==> src/rtl/i2s_tx.sv <==
// I2S (Philips format) bus-master serializer with a one-pair holding register
// and a valid/ready sample input; zeros are sent and flagged on underrun.
module i2s_tx #(
    parameter int unsigned SAMPLE_W = 16,
    parameter int unsigned BCLK_DIV = 2
) (
    input  logic                clk,
    input  logic                rst_n,
    input  logic [SAMPLE_W-1:0] s_left,
    input  logic [SAMPLE_W-1:0] s_right,
    input  logic                s_valid,
    output logic                s_ready,
    output logic                i2s_bclk,
    output logic                i2s_lrclk,
    output logic                i2s_sdata,
    output logic                frame_start,
    output logic                underrun,
    output logic [7:0]          underrun_cnt
);

    localparam int unsigned FRAME_W = 2 * SAMPLE_W;
    localparam int unsigned DIV_W   = (BCLK_DIV > 1) ? $clog2(BCLK_DIV) : 1;
    localparam int unsigned SLOT_W  = (FRAME_W > 1) ? $clog2(FRAME_W) : 1;

    localparam logic [DIV_W-1:0]  DIV_LAST  = DIV_W'(BCLK_DIV - 1);
    localparam logic [SLOT_W-1:0] SLOT_LAST = SLOT_W'(FRAME_W - 1);
    localparam logic [SLOT_W-1:0] LR_FIRST  = SLOT_W'(SAMPLE_W - 1);
    localparam logic [SLOT_W-1:0] LR_LAST   = SLOT_W'(FRAME_W - 2);

    logic [DIV_W-1:0]   div_q, div_d;
    logic               bclk_q, bclk_d;
    logic [SLOT_W-1:0]  slot_q, slot_d;
    logic               lrclk_q, lrclk_d;
    logic [FRAME_W-1:0] shift_q, shift_d;
    logic [FRAME_W-1:0] hold_q, hold_d;
    logic               hold_full_q, hold_full_d;
    logic               frame_start_q, frame_start_d;
    logic               underrun_q, underrun_d;
    logic [7:0]         ucnt_q, ucnt_d;

    logic div_tc;
    logic fall_evt;
    logic frame_load;
    logic accept;

    always_comb begin
        div_tc     = (div_q == DIV_LAST);
        fall_evt   = div_tc && bclk_q;
        frame_load = fall_evt && (slot_q == SLOT_LAST);
        accept     = s_valid && !hold_full_q;
    end

    always_comb begin
        div_d         = div_q;
        bclk_d        = bclk_q;
        slot_d        = slot_q;
        lrclk_d       = lrclk_q;
        shift_d       = shift_q;
        hold_d        = hold_q;
        hold_full_d   = hold_full_q;
        frame_start_d = 1'b0;
        underrun_d    = 1'b0;
        ucnt_d        = ucnt_q;

        if (div_tc) begin
            div_d  = '0;
            bclk_d = ~bclk_q;
        end else begin
            div_d = div_q + 1'b1;
        end

        if (fall_evt) begin
            slot_d  = frame_load ? '0 : slot_q + 1'b1;
            // Word select flips one slot ahead of each word's MSB.
            lrclk_d = (slot_d >= LR_FIRST) && (slot_d <= LR_LAST);
            if (frame_load) begin
                frame_start_d = 1'b1;
                if (hold_full_q) begin
                    shift_d     = hold_q;
                    hold_full_d = 1'b0;
                end else begin
                    shift_d    = '0;
                    underrun_d = 1'b1;
                    if (ucnt_q != 8'hFF) begin
                        ucnt_d = ucnt_q + 8'd1;
                    end
                end
            end else begin
                shift_d = {shift_q[FRAME_W-2:0], 1'b0};
            end
        end

        // Accept only while empty, so it never collides with a consuming load;
        // a same-cycle accept on an empty load is kept for the next frame.
        if (accept) begin
            hold_d      = {s_left, s_right};
            hold_full_d = 1'b1;
        end
    end

    always_ff @(posedge clk or negedge rst_n) begin
        if (!rst_n) begin
            div_q         <= '0;
            bclk_q        <= 1'b0;
            slot_q        <= SLOT_LAST;
            lrclk_q       <= 1'b0;
            shift_q       <= '0;
            hold_q        <= '0;
            hold_full_q   <= 1'b0;
            frame_start_q <= 1'b0;
            underrun_q    <= 1'b0;
            ucnt_q        <= 8'd0;
        end else begin
            div_q         <= div_d;
            bclk_q        <= bclk_d;
            slot_q        <= slot_d;
            lrclk_q       <= lrclk_d;
            shift_q       <= shift_d;
            hold_q        <= hold_d;
            hold_full_q   <= hold_full_d;
            frame_start_q <= frame_start_d;
            underrun_q    <= underrun_d;
            ucnt_q        <= ucnt_d;
        end
    end

    assign s_ready      = !hold_full_q;
    assign i2s_bclk     = bclk_q;
    assign i2s_lrclk    = lrclk_q;
    assign i2s_sdata    = shift_q[FRAME_W-1];
    assign frame_start  = frame_start_q;
    assign underrun     = underrun_q;
    assign underrun_cnt = ucnt_q;

endmodule

==> config.mk <==
export PLATFORM = sky130hd
export DESIGN_NAME = i2s_tx
export DESIGN_NICKNAME = d
export VERILOG_FILES = /design/src/rtl/i2s_tx.sv
export SDC_FILE = /design/constraint.sdc
export NUM_CORES = 1
export LEC_CHECK = 0
export BUFFER_PORTS_ARGS = -buffer_cell sky130_fd_sc_hd__buf_2
export CELL_PAD_IN_SITES_DETAIL_PLACEMENT = 0
export CELL_PAD_IN_SITES_GLOBAL_PLACEMENT = 1
export CORE_MARGIN = 3
export CORE_UTILIZATION = 41
export CTS_CLUSTER_SIZE = 40
export DETAILED_ROUTE_END_ITERATION = 6
export GPL_TIMING_DRIVEN = 0
export PLACE_DENSITY = 0.82
export SETUP_SLACK_MARGIN = 0.2
export SLEW_MARGIN = 20
export SYNTH_ARGS = -nofsm -noshare
export SYNTH_HDL_FRONTEND = slang
export SYNTH_SLANG_ARGS = --single-unit
==> constraint.sdc <==
create_clock -name clk -period 2.3 [get_ports clk]
set_input_delay 0 -clock clk [delete_from_list [all_inputs] [get_ports clk]]
set_output_delay 0 -clock clk [all_outputs]
set_load 0.01 [all_outputs]
==> run metrics <==
main combinational cell family by area after synthesis=simple AND/OR/NAND/NOR gates; placed cell count=450; layout cells sized above 1=a little under a third; Max-slew headroom=between 60% and 70%; post-synthesis xor/xnor area fraction=under 10%; Synth Instances=296; Site Rows=33; post-synthesis mux area share=10.6%; FF-to-FF setup slack=0.30 ns; Max Fclk=between 500 and 600 MHz; width of the die=98.3 µm; Clk pwr share=a little under a third; Starting Density=42.3%; WL/cell=13.8 µm; top cells by instance count after synthesis=dfrtp_1 (78), nor2_1 (67), mux2_2 (33), a221oi_1 (31), nand2_1 (14); H-tree depth=3; Synth top area share=55.9%; CP required=between 2 and 3 ns; Final #Nets=434; top cells by area, synth=dfrtp_1 (56%), mux2_2 (11%), a221oi_1 (7.8%); vias in the first global route=2632; Post-Syn Area=approximately 3500 µm²; Port Buffers=48; DR iter-0 viols=116; first-pass GRT wire length=between 10 and 15 mm; top_reg_cell synth=dfrtp_1; Worst-path clk slew=around 0.080 ns; Inserted Diodes=0; fin crit period=around 2 ns; all-layer global routing usage=15.5%; fin util=54.4%; crit end category=flop; CTS tree=done; post-place setup slack=-0.126 ns; worst setup path endpoint=shift_q[5]; GRT overflow=0; Yosys Warn Count=0; reg2reg path depth=7; die height=roughly 100 µm; Max IR drop VDD=0.433 mV; Slowest cell on crit path=dfstp_2; Crit path max-delay family=flip-flops; CP bufs+invs=2; pwr/cell area=687 nW/µm²; Reg2Reg Launch Point=slot_q[1]; CP Launch Type=flop; total CTS buffers=9; total die area=9660 µm²; hold violation count in the final report=0; simple logic cell fraction of the synthesized area=a little under an eighth; ANT nets after route=0; max_cap viols=0; placed wire-length estimate=4.63 mm; Root Buffer=clkbuf_8; Net Count, Synth=336; initial antenna violation count=0; most frequent cell after synthesis=dfrtp_1; hold slack=approximately 0.16 ns; Non-Filler Instances=a little over 500; fin. max-slew vios=0; Placer Congestion=~0.76; synthesized flop and latch total=83; Core ar.=8260 µm²; Psw=726 µW; Reg-to-Reg End=shift_q[5]; async set or reset register ratio after synthesis=100%; largest net degree at the start of global routing=45; synthesized area per cell=11.8 µm²; DR vias=2577; Ports=49; adder-cell share of the synthesized area=~1.8%; TNS Setup=0 ns; worst slew pin tran=approximately 0.52 ns; post-synth cell types=32; leakage power=0.00211 µW; Stages on worst setup path=7; Reg power frac=58.5%; Layout Skew=0.00726 ns; final setup fails=0; Worst Path Arrival=2.22 ns; switch share=23.5%; Critical Path, Cell by Cell=ha_4 > and3_4 > ha_4 > clkinv_2 > clkbuf_1 > a221oi_1 > nor2_1; Logic pwr share=10.8%; clock sink count=83; Synth area leader=dfrtp_1; number of synthesized flops with an enable pin=0; Clock Path Buffers=2; Worst Hold Class=in2async; complex-gate fraction of the synthesized area=11.0%; RSZ-0062 raised after global routing=true; drc violations=0; sequential area share after synthesis=59.7%; Clock Latency Late Sink=0.34 ns; worst stage delay on the critical path=0.56 ns; WL final=6.95 mm; Vias/cell=5.11; Syn-to-layout area delta=28.7%; drt first pass iters=4; Setup crit start=slot_q[1]; Pint=2360 µW; setup ws final=0.301 ns; Crit Path Class=reg2reg; status=finished clean; worst-path fanout max=10; fin crit share=slightly below 90%; Critical Path Most Common Cell=ha_4
[state kept, by name (all words and copies together) (netlist names)]
| signal | count |
|---|---|
| div_q | 1 |
| frame_start | 1 |
| hold_full_q | 1 |
| hold_q | 32 |
| i2s_bclk | 1 |
| i2s_lrclk | 1 |
| shift_q | 32 |
| slot_q | 5 |
| underrun | 1 |
| underrun_cnt | 8 |
[final cells by class]
| class | instances | area, µm² |
|---|---|---|
| clock buffer | 13 | 159 |
| buffer | 18 | 86.3 |
| fill | 741 | 3760 |
| multi-input combinational | 189 | 1350 |
| inverter | 6 | 23.8 |
| clock inverter | 3 | 21.3 |
| sequential | 83 | 2080 |
| tap | 105 | 131 |
| timing repair buffer | 87 | 642 |
[worst reg2reg max path, stage by stage, from the launching register on]
cell      delay, ns
dfstp_2        0.56
ha_4           0.14
and3_4         0.19
ha_4           0.17
clkinv_2       0.13
clkbuf_1       0.26
a221oi_1       0.35
nor2_1         0.08
[layout by cell type (no fill, tap or decap), drive strengths merged, types with 2 or more instances in the layout]
| master | instances |
|---|---|
| nor2 | 67 |
| ha | 5 |
| o21ai | 4 |
| and3 | 4 |
| dfstp | 5 |
| dfrtp | 78 |
| clkbuf | 26 |
| nand3 | 3 |
| nand2 | 14 |
| nor4 | 2 |
| mux2 | 33 |
| a221oi | 31 |
| xnor2 | 6 |
| buf | 59 |
| a22o | 2 |
| xor2 | 3 |
| nand4 | 3 |
| clkinv | 2 |
| dlygate4sd3 | 33 |
| inv | 6 |
[per-layer routing]
metal	wire, µm	global-route usage (%)	part of all wire (%)
met1	3290	21.1	47
met2	3330	24.6	48
met4	129	6.41	1.9
met3	200	2.93	2.9
met5	0	0	0
[power groups by stage]
stage	Clock, µW	Combinational (µW)	Sequential (µW)
4_1_cts	979	341	1810
3_5_place_dp	0	297	1840
3_3_place_gp	0	279	1830
2_1_floorplan	0	210	1790
5_1_grt	1050	375	1830
6_report	950	333	1810
[cell families after synthesis]
| logic type | after synthesis |
|---|---|
| multiplexers | 33 |
| buffers and inverters | 24 |
| AND/OR/NAND/NOR | 98 |
| XOR/XNOR | 9 |
| adder cells (fa/ha/maj) | 5 |
| flip-flops | 83 |
| AO/OA/AOI/OAI | 44 |
[worst min path at each step]
stage,end,slack (ns),startpoint,cells past startpoint
3_3_place_gp,hold_q[12],0.23,s_right[12],2
3_5_place_dp,shift_q[24],0.01,rst_n,1
5_1_grt,shift_q[24],0.22,rst_n,2
2_1_floorplan,div_q,-0.30,rst_n,0
6_report,shift_q[24],0.16,rst_n,2
4_1_cts,shift_q[24],0.19,rst_n,2
[through the flow]
stage / instance area (µm²) / power (µW)
3_5_place_dp: 3890 / 2140
3_3_place_gp: 3860 / 2110
5_1_grt: 4490 / 3260
2_1_floorplan: 3490 / 2000
4_1_cts: 4490 / 3130
6_report: 4490 / 3090
[what timing repair did]
item / in CTS / in global routing
endpoints found under the setup margin: 42 / 29
gates resized for setup: 10 / 3
hold buffers: 33 / 0
pin swaps: 2 / 2
setup buffers: 5 / 0
endpoints found under the hold margin: 71 / 0
Power figures use the tool's default switching activity.
